===== config.mk =====
export PLATFORM = sky130hd
export DESIGN_NAME = bitscan_encoder
export DESIGN_NICKNAME = d
export VERILOG_FILES = /design/src/rtl/bitscan_encoder_pkg.sv /design/src/rtl/bitscan_encoder_prio_ffs.sv /design/src/rtl/bitscan_encoder.sv
export SDC_FILE = /design/constraint.sdc
export NUM_CORES = 1
export LEC_CHECK = 0
export ABC_CLOCK_PERIOD_IN_PS = 2700
export CAP_MARGIN = 15
export CORE_MARGIN = 3
export CORE_UTILIZATION = 49
export DETAILED_ROUTE_END_ITERATION = 12
export GPL_ROUTABILITY_DRIVEN = 0
export GPL_TIMING_DRIVEN = 0
export PLACE_DENSITY = 0.74
export SYNTH_ARGS = -nofsm -noshare
export SYNTH_HDL_FRONTEND = slang
export SYNTH_SLANG_ARGS = --single-unit

===== constraint.sdc =====
create_clock -name clk -period 2.7 [get_ports clk]
set_clock_uncertainty 0.2 [all_clocks]
set_input_delay 0.675 -clock clk [delete_from_list [all_inputs] [get_ports clk]]
set_output_delay 0.675 -clock clk [all_outputs]
set_load 0.005 [all_outputs]

===== src/rtl/bitscan_encoder_pkg.sv =====
// Shared types for the bit-scan encoder and its find-first-set helper.
package bitscan_encoder_pkg;

  typedef enum logic [0:0] {
    ST_IDLE = 1'b0,
    ST_SCAN = 1'b1
  } state_e;

endpackage


===== src/rtl/bitscan_encoder_prio_ffs.sv =====
// Combinational find-first-set starting at a rotating pointer, wrapping mod N.
module prio_ffs #(
  parameter  int N = 8,
  localparam int W = $clog2(N)
) (
  input  logic [N-1:0] req,
  input  logic [W-1:0] ptr,
  output logic [W-1:0] idx,
  output logic [N-1:0] onehot,
  output logic         any
);

  // Walk offsets from farthest to nearest so the nearest set bit wins.
  always_comb begin
    int unsigned pos_v;
    logic [W-1:0] pos_w;
    idx    = '0;
    onehot = '0;
    any    = 1'b0;
    for (int i = N - 1; i >= 0; i--) begin
      pos_v = int'(ptr) + i;
      if (pos_v >= N) begin
        pos_v = pos_v - N;
      end else begin
        pos_v = pos_v;
      end
      pos_w = W'(pos_v);
      if (req[pos_w]) begin
        idx           = pos_w;
        onehot        = '0;
        onehot[pos_w] = 1'b1;
        any           = 1'b1;
      end else begin
        any = any;
      end
    end
  end

endmodule


===== src/rtl/bitscan_encoder.sv =====
// Priority encoder: accepts a request vector and streams the index of every set
// bit, one per cycle, fixed-priority or round-robin from a rotating start pointer.
module bitscan_encoder
  import bitscan_encoder_pkg::*;
#(
  parameter  int N  = 8,
  parameter  int RR = 0,
  localparam int W  = $clog2(N)
) (
  input  logic         clk,
  input  logic         resetn,
  input  logic         flush,
  input  logic [N-1:0] in_vec,
  input  logic         in_valid,
  output logic         in_ready,
  output logic         out_valid,
  input  logic         out_ready,
  output logic [W-1:0] out_idx,
  output logic [N-1:0] out_onehot,
  output logic         out_last,
  output logic         out_none
);

  state_e       state_q, state_d;
  logic [N-1:0] pend_q, pend_d;
  logic [W-1:0] ptr_q, ptr_d;
  logic         none_nxt_s;

  logic         out_valid_q, out_valid_d;
  logic [W-1:0] out_idx_q, out_idx_d;
  logic [N-1:0] out_onehot_q, out_onehot_d;
  logic         out_last_q, out_last_d;
  logic         out_none_q, out_none_d;

  logic         fire_s;
  logic         accept_s;
  logic [W-1:0] ffs_idx_s;
  logic [N-1:0] ffs_onehot_s;
  logic         ffs_any_s;

  // The scan runs on the next-cycle pending set so the output registers
  // already hold the index that will be showing after this edge.
  prio_ffs #(.N(N)) u_ffs (
    .req    (pend_d),
    .ptr    (ptr_d),
    .idx    (ffs_idx_s),
    .onehot (ffs_onehot_s),
    .any    (ffs_any_s)
  );

  assign fire_s   = out_valid_q & out_ready;
  assign in_ready = (state_q == ST_IDLE) | (fire_s & out_last_q);
  assign accept_s = in_valid & in_ready;

  // FSM, pending set and round-robin pointer next-state.
  always_comb begin
    state_d    = state_q;
    pend_d     = pend_q;
    ptr_d      = ptr_q;
    none_nxt_s = out_none_q;
    if (flush) begin
      state_d    = ST_IDLE;
      pend_d     = '0;
      none_nxt_s = 1'b0;
    end else begin
      if (fire_s) begin
        pend_d = pend_q & ~out_onehot_q;
        if (out_last_q) begin
          state_d    = ST_IDLE;
          none_nxt_s = 1'b0;
          if ((RR != 0) && !out_none_q) begin
            if (out_idx_q == W'(N - 1)) begin
              ptr_d = '0;
            end else begin
              ptr_d = out_idx_q + W'(1);
            end
          end else begin
            ptr_d = ptr_q;
          end
        end else begin
          state_d = ST_SCAN;
        end
      end else begin
        pend_d = pend_q;
      end
      if (accept_s) begin
        pend_d     = in_vec;
        none_nxt_s = (in_vec == '0);
        state_d    = ST_SCAN;
      end else begin
        state_d = state_d;
      end
    end
  end

  // Output field next-state; all fields read zero whenever the block idles.
  always_comb begin
    out_valid_d  = 1'b0;
    out_idx_d    = '0;
    out_onehot_d = '0;
    out_last_d   = 1'b0;
    out_none_d   = 1'b0;
    case (state_d)
      ST_SCAN: begin
        out_valid_d  = 1'b1;
        out_idx_d    = ffs_idx_s;
        out_onehot_d = ffs_any_s ? ffs_onehot_s : '0;
        out_last_d   = ((pend_d & (pend_d - N'(1))) == '0);
        out_none_d   = none_nxt_s;
      end
      default: begin
        out_valid_d = 1'b0;
      end
    endcase
  end

  // State and output registers.
  always_ff @(posedge clk or negedge resetn) begin
    if (!resetn) begin
      state_q      <= ST_IDLE;
      pend_q       <= '0;
      ptr_q        <= '0;
      out_valid_q  <= 1'b0;
      out_idx_q    <= '0;
      out_onehot_q <= '0;
      out_last_q   <= 1'b0;
      out_none_q   <= 1'b0;
    end else begin
      state_q      <= state_d;
      pend_q       <= pend_d;
      ptr_q        <= ptr_d;
      out_valid_q  <= out_valid_d;
      out_idx_q    <= out_idx_d;
      out_onehot_q <= out_onehot_d;
      out_last_q   <= out_last_d;
      out_none_q   <= out_none_d;
    end
  end

  assign out_valid  = out_valid_q;
  assign out_idx    = out_idx_q;
  assign out_onehot = out_onehot_q;
  assign out_last   = out_last_q;
  assign out_none   = out_none_q;

endmodule


==> impl_metrics.py, run 1 <==
metrics = {
    "outcome": {
        "status": "complete, no violations",
    },
    "cts": {
        "clockBufferDepth": 2,
        "cts_root_buf": "clkbuf_4",
        "worstSkewPairLatency_ps": 320,
        "cts_tree": "done",
        "clock-sinks": 22,
        "postCtsHoldBufs": 0,
        "path_clk_slew_ps": 120,
        "htreeDepth": 1,
        "numCtsBuffers": 3,
    },
    "global_routing": {
        "grt_pass1_vias": 1214,
        "grt_pass1_wl_um": 6150,
        "grt-ovfl-total": 0,
        "grt_max_degree": 23,
        "grt_usage_pct": 25.3,
        "antenna_found_initial": 0,
    },
    "power_and_ir_drop": {
        "p_per_area_mw_per_mm2": 473,
        "internal_power_mw": 0.515,
        "power.share.clock_pct": 25.4,
        "power.switching_mw": 0.232,
        "combPwrFrac_pct": 26.5,
        "p_leak_nw": 0.657,
        "swShare_pct": 31.0,
        "peakVddDrop_mv": 0.421,
        "seqPwrFrac_pct": 48.1,
    },
    "min_path": {
        "hold_start": "out_none$_DFFE_PN0P_",
        "hold_end": "out_none$_DFFE_PN0P_",
        "whs_path_depth": 2,
        "hp-class": "reg -> reg",
    },
    "worst_setup_path": {
        "required_ps": 1820,
        "cp.arrival_ps": 1670,
        "cp_slowest_cell": "dlygate4sd2_1",
        "crit_path_max_fanout": 10,
        "ff2ff_path_depth": 6,
        "reg2reg_to": "out_last$_DFF_PN0_",
        "rr_startpoint": "out_valid$_DFF_PN0_",
        "critical_path_class": "in -> out",
        "cp_top_family": "buffers and inverters",
        "critPathLaunchType": "primary input",
        "worstPathCellList": "dlygate4sd2_1 > a21boi_4 > inv_2 > buf_4 > dlygate4sd2_1",
        "crit_buf_inv": 4,
        "critical_path.max_stage_delay_ps": 290,
        "cp-end-kind": "output port",
        "r2r_slack_ps": 540,
        "crit_path_frequent_cell": "dlygate4sd2_1",
    },
    "die": {
        "die_area_mm2": 0.00319,
        "core_mm2": 0.00232,
        "num_rows": 17,
        "boundaryPins": 28,
        "initial_core_util_pct": 53.9,
        "die_y_um": 56.5,
        "die_w_um": 56.5,
    },
    "layout": {
        "fin_util_pct": 68.1,
        "n_antenna_cell": 0,
        "drive_above_1_share_pct": 11.5,
        "syn_to_final_growth_pct": 26.3,
        "num-nets-final": 179,
        "fill_cells": 190,
    },
    "timing": {
        "period_share_pct": 94.4,
        "fin_ws_ps": 150,
        "slew_viol_final": 0,
        "max_freq_mhz": 392,
        "slew_headroom_pct": 33.6,
        "worst_pin_slew_ps": 992,
        "min_period_ps": 2550,
        "hold_viol": 0,
        "grt_setup_unrepaired": "no",
        "setup_violations": 0,
    },
    "yosys": {
        "ys_warn_count": 0,
        "synth-seq-cells": 22,
        "syn_avg_cell_area_um2": 9.26,
        "synthesis.instances": 135,
        "yosysSeqAreaShare_pct": 44.0,
        "synth_cell_types": 44,
        "synthesis.area_mm2": 0.00125,
        "synth_fp_nets": 148,
    },
    "placed_design": {
        "dp.final_hpwl_um": 2710,
        "port-buffer-count": 25,
        "dp_slack_ps": -429,
    },
    "detailed_routing": {
        "drt-initial-drc-count": 113,
        "detail-route-antenna-nets": 0,
        "wl_um": 3810,
        "first_pass_iters": 4,
        "num_vias": 1287,
        "wl_per_cell_um": 19.8,
        "viasPerCell": 6.67,
        "drc": 0,
    },
    "flow_run": {
        "cap_violations": 0,
    },
}
==> area by class of cell <==
class / instances / area, um2 / area share (%)
Multi-Input combinational cell: 101 / 648 / 41.0
Timing Repair Buffer: 26 / 255 / 16.2
Buffer: 7 / 35.0 / 2.22
Inverter: 5 / 18.8 / 1.19
Sequential cell: 22 / 551 / 34.9
Tap cell: 28 / 35.0 / 2.22
Clock buffer: 4 / 36.3 / 2.30
==> logic make-up (layout without fill, tap and decap cells) <==
logic type | Yosys count | count (layout) | synth area share, %
AND/OR/NAND/NOR | 55 | 55 | 22.5
AO/OA/AOI/OAI | 45 | 45 | 28.5
flip-flops | 22 | 22 | 44.0
multiplexers | 1 | 1 | 0.801
buffers and inverters | 12 | 42 | 4.10
==> how the worst max path moves through the flow <==
stage / endpoint / slack (ps) / cells after the start / from
4_1_cts: in_ready / 160 / 5 / out_ready
6_report: in_ready / 150 / 5 / out_ready
3_5_place_dp: in_ready / -430 / 5 / out_ready
2_1_floorplan: out_idx[1]$_DFF_PN0_ / 490 / 6 / in_valid
5_1_grt: in_ready / 120 / 5 / out_ready
3_3_place_gp: in_ready / -420 / 5 / out_ready
==> sequential cells by signal, indices dropped and copies added, names as in the netlist <==
register    flops
out_onehot      8
out_valid       1
out_last        1
pend_q          8
out_none        1
out_idx         3
==> cell usage after synthesis, drive strengths merged <==
| cell type | number | area [um2] |
|---|---|---|
| mux2i | 1 | 10.0 |
| nor3 | 1 | 5.00 |
| a21bo | 3 | 30.0 |
| and2 | 4 | 25.0 |
| a31o | 1 | 8.76 |
| nor4 | 2 | 12.5 |
| nand2 | 6 | 22.5 |
| and3b | 1 | 8.76 |
| o21bai | 1 | 7.51 |
| a211o | 1 | 8.76 |
| nor2b | 1 | 6.26 |
| nand4 | 2 | 12.5 |
| clkbuf | 2 | 7.51 |
| or3 | 2 | 12.5 |
| a22oi | 1 | 7.51 |
| a311oi | 1 | 8.76 |
| a21oi | 7 | 38.8 |
| a31oi | 3 | 18.8 |
| nor2 | 14 | 52.6 |
| a21boi | 4 | 41.3 |
| o211a | 1 | 10.0 |
| o21a | 1 | 7.51 |
| o311ai | 2 | 17.5 |
| o21ai | 3 | 15.0 |
| a32oi | 1 | 8.76 |
| a221o | 1 | 10.0 |
| and3 | 4 | 25.0 |
| o221ai | 2 | 23.8 |
| o211ai | 8 | 60.1 |
| nand2b | 1 | 6.26 |
| inv | 5 | 18.8 |
| a22o | 1 | 8.76 |
| dfrtp | 22 | 551 |
| nand4b | 1 | 8.76 |
| nand3 | 15 | 75.1 |
| nor4b | 1 | 8.76 |
| a211oi | 1 | 7.51 |
| o2bb2ai | 2 | 17.5 |
| buf | 5 | 25.0 |
==> tightest hold or removal path: stages, from the launching register on <==
cell and delay, ps:
dfrtp_1 370, a32oi_1 70, nor2_1 90
==> repair_timing <==
action / in CTS / in global routing
hold endpoints to repair: 0 / 0
resized for setup: 3 / 0
setup endpoints to repair: 1 / 0
setup buffers: 1 / 0
==> per-stage QoR <==
step | instances | TNS, ps | hold slack [ps] | cell area (um2) | power, mW
2_1_floorplan | 135 | 0 | 179 | 1250 | 0.473
3_3_place_gp | 188 | -2190 | 332 | 1540 | 0.552
6_report | 193 | 0 | 358 | 1580 | 0.747
5_1_grt | 193 | 0 | 397 | 1580 | 0.782
4_1_cts | 193 | 0 | 359 | 1580 | 0.744
3_5_place_dp | 188 | -2590 | 326 | 1540 | 0.555
==> power by group through the flow <==
stage / clock, mW / sequential, mW / combinational, mW
CTS: 0.192 / 0.359 / 0.193
global placement: 0 / 0.364 / 0.188
detailed placement: 0 / 0.365 / 0.191
global route: 0.208 / 0.361 / 0.213
floorplan: 0 / 0.364 / 0.109
finish: 0.190 / 0.359 / 0.198
==> placed cells by master, fill, tap and decap left out, drive strengths merged, types with 2 or more instances in the layout <==
cell / n
a21bo: 3
a21boi: 4
a21oi: 7
a31oi: 3
and2: 4
and3: 4
buf: 6
clkbuf: 6
clkdlybuf4s50: 23
dfrtp: 22
dlygate4sd2: 2
inv: 5
nand2: 6
nand3: 15
nand4: 2
nor2: 14
nor4: 2
o211ai: 8
o21ai: 3
o221ai: 2
o2bb2ai: 2
o311ai: 2
or3: 2
==> per-layer routing <==
metal / up-vias / share of wire [%] / GRT usage [%]
met4: 0 / 2.7 / 10.5
met5: - / 0 / 0
met1: 610 / 42 / 35.2
li1: 577 / - / -
met3: 11 / 9.1 / 4.83
met2: 89 / 46 / 38.1
Note: power is estimated with default switching activity, not from simulation.
==> run 2, diff against run 1 <==
--- a/config.mk
+++ b/config.mk
@@ -12,7 +12,7 @@
 export DETAILED_ROUTE_END_ITERATION = 12
 export GPL_ROUTABILITY_DRIVEN = 0
 export GPL_TIMING_DRIVEN = 0
-export PLACE_DENSITY = 0.74
+export PLACE_DENSITY_LB_ADDON = 0.08
 export SYNTH_ARGS = -nofsm -noshare
 export SYNTH_HDL_FRONTEND = slang
 export SYNTH_SLANG_ARGS = --single-unit
==> run 2 against run 1 <==
Net effect: via count grew 1.3%; first-iteration DRC count grew 15%; final cell count shrank 0.52%; clock power shrank 19%; register-to-register slack lost 40 ps; wire length shrank 2.2%; cell area shrank 1.0%; core utilization shrank 0.70 points; critical path type unchanged; critical endpoint unchanged.
==> impl_metrics.py, run 2 (synthesis results as in run 1) <==
metrics = {
    "layout": {
        "num-nets-final": 179,
        "layout_commonest_cell": "clkdlybuf4s50_1",
        "layout.cells.non_filler": 192,
        "drive_above_1_share_pct": 11.6,
        "final_cell_mix": "clkdlybuf4s50_1, dfrtp_1, nand3_1",
        "syn_to_final_growth_pct": 25.0,
        "n_antenna_cell": 0,
    },
    "global_routing": {
        "grt_usage_pct": 24.9,
        "grt-ovfl-total": 0,
        "antenna_found_initial": 0,
        "grt_pass1_vias": 1304,
        "grt_max_degree": 23,
        "grt_pass1_wl_um": 6230,
    },
    "worst_setup_path": {
        "reg2reg_to": "out_onehot[6]$_DFF_PN0_",
        "rr_startpoint": "out_valid$_DFF_PN0_",
        "critical_path.max_stage_delay_ps": 450,
        "ff2ff_path_depth": 6,
        "crit_buf_inv": 4,
        "cp_top_family": "buffers and inverters",
        "cp.arrival_ps": 1710,
        "critPathLaunchType": "primary input",
        "critical_path_class": "in -> out",
        "worstPathCellList": "clkbuf_2 > a21boi_4 > inv_2 > buf_4 > clkdlybuf4s50_1",
        "crit_path_max_fanout": 10,
        "r2r_slack_ps": 500,
        "cp_slowest_cell": "clkdlybuf4s50_1",
        "cp-end-kind": "output port",
        "required_ps": 1820,
    },
    "die": {
        "num_rows": 17,
        "die_y_um": 56.5,
        "die_w_um": 56.5,
        "boundaryPins": 28,
        "initial_core_util_pct": 53.9,
        "core_mm2": 0.00232,
        "die_area_mm2": 0.00319,
    },
    "timing": {
        "period_share_pct": 95.8,
        "min_period_ps": 2590,
        "slew_headroom_pct": 32.7,
        "slew_viol_final": 0,
        "grt_setup_unrepaired": "no",
        "max_freq_mhz": 387,
        "worst_pin_slew_ps": 1010,
        "hold_viol": 0,
        "setup_violations": 0,
        "fin_ws_ps": 114,
        "setup_tns_ps": 0,
    },
    "placed_design": {
        "port-buffer-count": 25,
        "dp_cells": 188,
        "dp.final_hpwl_um": 2670,
        "dp_slack_ps": -427,
    },
    "flow_run": {
        "cap_violations": 0,
    },
    "detailed_routing": {
        "num_vias": 1304,
        "wl_um": 3730,
        "drt-initial-drc-count": 130,
        "drc": 0,
        "detail-route-antenna-nets": 0,
        "viasPerCell": 6.79,
        "first_pass_iters": 5,
        "wl_per_cell_um": 19.4,
    },
    "power_and_ir_drop": {
        "p_per_area_mw_per_mm2": 454,
        "fin_total_pwr_mw": 0.710,
        "peakVddDrop_mv": 0.354,
        "p_leak_nw": 0.649,
    },
    "cts": {
        "path_clk_slew_ps": 120,
        "htreeDepth": 1,
        "worstSkewPairLatency_ps": 310,
        "clockBufferDepth": 2,
        "clock-sinks": 22,
        "cts_tree": "done",
        "postCtsHoldBufs": 0,
        "cts_root_buf": "clkbuf_4",
        "numCtsBuffers": 3,
    },
    "outcome": {
        "status": "complete, no violations",
    },
    "min_path": {
        "hold_end": "out_none$_DFFE_PN0P_",
        "hold_start": "out_none$_DFFE_PN0P_",
        "whs_path_depth": 2,
        "hp-class": "reg -> reg",
    },
}
run 2: worst max-delay path by stage:
| stage | start | endpoint | cells after the start |
|---|---|---|---|
| 6_report | out_ready | in_ready | 5 |
| 5_1_grt | out_ready | in_ready | 5 |
| 4_1_cts | out_ready | in_ready | 5 |
| 3_5_place_dp | out_ready | in_ready | 5 |
| 3_3_place_gp | out_ready | in_ready | 5 |
| 2_1_floorplan | in_valid | out_idx[1]$_DFF_PN0_ | 6 |
run 2: repair_timing:
item,CTS,global route
setup buffers,1,0
pin swaps,1,1
setup endpoints to repair,1,1
resized for setup,3,1
run 2: metal layers:
layer | vias to the layer above | GRT usage [%] | part of all wire, %
met1 | 607 | 32.7 | 39
met5 | - | 0 | 0
met2 | 108 | 38.4 | 46
met3 | 16 | 6.44 | 12
li1 | 573 | - | -
met4 | 0 | 10.8 | 3.1
run 2: metrics by stage:
stage | utilization (%) | hold WS [ps] | area (um2)
final | 67.4 | 375 | 1560
after global routing | 67.4 | 434 | 1560
after CTS | 67.6 | 385 | 1570
after detailed placement | 66.2 | 353 | 1540
after global placement | 66.2 | 314 | 1540
after floorplan | - | 179 | 1250
run 2: cell type report:
type	count	area, um2
plain buffers	7	35.0
clock buffers	3	22.5
fillers	191	756
inverters	5	18.8
multi-input cells	101	648
flip-flops and latches	22	551
well taps	28	35.0
repair buffers	26	253
run 2: report_power, final:
part,internal [mW],switching (mW),leakage (nW)
Clock,0.0522,0.101,0.0138
Sequential,0.347,0.0122,0.298
Combinational,0.0861,0.111,0.337
Total,0.485,0.225,0.649
run 2: worst min-delay path: stages, from the launching register on:
cell     delay [ps]
dfrtp_1         370
a32oi_1          60
nor2_1          100
==> run 3, diff against run 2 <==
--- a/config.mk
+++ b/config.mk
@@ -8,9 +8,9 @@
 export ABC_CLOCK_PERIOD_IN_PS = 2700
 export CAP_MARGIN = 15
 export CORE_MARGIN = 3
-export CORE_UTILIZATION = 49
+export CORE_UTILIZATION = 40
 export DETAILED_ROUTE_END_ITERATION = 12
-export GPL_ROUTABILITY_DRIVEN = 0
+export GPL_ROUTABILITY_DRIVEN = 1
 export GPL_TIMING_DRIVEN = 0
 export PLACE_DENSITY_LB_ADDON = 0.08
 export SYNTH_ARGS = -nofsm -noshare
==> run 3 against run 2 <==
Net effect: clock-buffer cell count unchanged; register-to-register slack improved by 40 ps; largest cell class unchanged; critical path type unchanged; core utilization down 11 points; worst setup slack better by 33 ps; cell area increased by 3.2%; first-iteration DRC count fell by 60%; clock power increased by 69%; critical endpoint unchanged; sequential cell count is the same; highest routed layer unchanged; sequential power is essentially flat; global-route usage is 3.4 points lower; sequential share of layout area shrank 1.1 points.
==> impl_metrics.py, run 3 (synthesis results as in run 1) <==
metrics = {
    "min_path": {
        "whs_path_depth": 2,
        "hp-class": "reg -> reg",
        "hold_start": "out_none$_DFFE_PN0P_",
        "hold_end": "out_none$_DFFE_PN0P_",
    },
    "global_routing": {
        "grt_pass1_wl_um": 5990,
        "antenna_found_initial": 0,
        "grt_pass1_vias": 1202,
        "grt-ovfl-total": 0,
        "grt_usage_pct": 21.5,
        "grt_max_degree": 23,
    },
    "die": {
        "num_rows": 19,
        "core_mm2": 0.00288,
        "die_w_um": 61.9,
        "die_y_um": 61.9,
        "initial_core_util_pct": 43.5,
        "boundaryPins": 28,
        "die_area_mm2": 0.00383,
    },
    "timing": {
        "max_freq_mhz": 392,
        "setup_violations": 0,
        "grt_setup_unrepaired": "no",
        "slew_viol_final": 0,
        "slew_headroom_pct": 33.0,
        "min_period_ps": 2550,
        "period_share_pct": 94.5,
        "worst_pin_slew_ps": 1000,
        "hold_ws_ps": 367,
        "hold_viol": 0,
    },
    "power_and_ir_drop": {
        "p_leak_nw": 0.664,
        "p_per_area_mw_per_mm2": 505,
        "peakVddDrop_mv": 0.282,
    },
    "cts": {
        "clockBufferDepth": 2,
        "htreeDepth": 1,
        "cts_root_buf": "clkbuf_4",
        "clock-sinks": 22,
        "path_clk_slew_ps": 120,
        "cts_tree": "done",
        "worstSkewPairLatency_ps": 320,
        "numCtsBuffers": 3,
    },
    "detailed_routing": {
        "wl_per_cell_um": 17.8,
        "drc": 0,
        "num_vias": 1265,
        "first_pass_iters": 4,
        "drt-initial-drc-count": 52,
        "wl_um": 3690,
        "viasPerCell": 6.11,
        "detail-route-antenna-nets": 0,
    },
    "placed_design": {
        "gp_congestion": 0.934,
        "dp.final_hpwl_um": 2690,
        "port-buffer-count": 25,
    },
    "worst_setup_path": {
        "critical_path.max_stage_delay_ps": 280,
        "worstPathCellList": "dlygate4sd2_1 > a21boi_4 > inv_2 > buf_4 > dlygate4sd2_1",
        "crit_cells": 5,
        "reg2reg_to": "out_last$_DFF_PN0_",
        "cp-end-kind": "output port",
        "crit_path_frequent_cell": "dlygate4sd2_1",
        "r2r_slack_ps": 540,
        "cp_slowest_cell": "dlygate4sd2_1",
        "crit_buf_inv": 4,
        "critPathLaunchType": "primary input",
        "crit_path_max_fanout": 10,
        "cp.arrival_ps": 1680,
        "ff2ff_path_depth": 6,
        "required_ps": 1820,
        "rr_startpoint": "out_valid$_DFF_PN0_",
        "critical_path_class": "in -> out",
        "cp_top_family": "buffers and inverters",
    },
    "layout": {
        "num-nets-final": 179,
        "n_antenna_cell": 0,
        "layout_commonest_cell": "clkdlybuf4s50_1",
        "drive_above_1_share_pct": 11.5,
        "fill_cells": 267,
        "final_cell_mix": "clkdlybuf4s50_1, dfrtp_1, nand3_1",
        "syn_to_final_growth_pct": 29.0,
        "fin_util_pct": 56.1,
    },
    "flow_run": {
        "cap_violations": 0,
    },
    "outcome": {
        "status": "complete, no violations",
    },
}
run 3: cell types whose count changed in the layout (fill, tap and decap cells not counted):
cell             before  now
bufinv_16             0    1
clkbuf_2              1    0
clkdlybuf4s50_1      24   23
dlygate4sd2_1         0    2
run 3: stage by stage:
stage	instance area, um2	power, mW	TNS, ps	instances	setup WS [ps]
floorplan	1250	0.473	0	135	492
global placement	1550	0.554	-2220	202	-430
detailed placement	1550	0.555	-2420	202	-442
CTS	1610	0.818	0	207	155
global route	1610	0.855	0	207	99.4
finish	1610	0.815	0	207	147
run 3: metal layers:
| metal | part of all wire, % | track usage (%) | vias to the layer above |
|---|---|---|---|
| met3 | 9.7 | 3.31 | 10 |
| met2 | 44 | 30.6 | 76 |
| li1 | - | - | 576 |
| met1 | 44 | 31.2 | 603 |
| met5 | 0 | 0 | - |
| met4 | 2.0 | 11.2 | 0 |
run 3: cell type report:
cell class / instances / area, um2 / share of cell area, %
inverters: 5 / 18.8 / 1.16
repair buffers: 26 / 255 / 15.8
flip-flops and latches: 22 / 551 / 34.1
well taps: 42 / 52.6 / 3.26
clock buffers: 3 / 22.5 / 1.40
clock inverters: 1 / 30.0 / 1.86
multi-input cells: 101 / 648 / 40.2
plain buffers: 7 / 35.0 / 2.17
run 3: worst max path at each step:
stage,start,endpoint,slack [ps]
finish,out_ready,in_ready,150
global placement,out_ready,in_ready,-430
global route,out_ready,in_ready,100
floorplan,in_valid,out_idx[1]$_DFF_PN0_,490
CTS,out_ready,in_ready,160
detailed placement,out_ready,in_ready,-440
run 3: report_power, final:
part	leakage, nW	switching (mW)	internal (mW)
combinational	0.338	0.110	0.0854
sequential	0.298	0.0120	0.347
clock	0.0279	0.111	0.150
run 3: repair_timing:
action,in CTS,in global routing
gates resized for setup,3,0
hold buffers,0,0
endpoints found under the setup margin,1,0
setup buffers,1,0
run 3: worst register-to-register path: cells and delay by family, from the launching register on:
family | cells | cell delay [ps]
compound gates | 4 | 900
buf+inv | 1 | 180
flops | 1 | 440
simple gates | 1 | 370
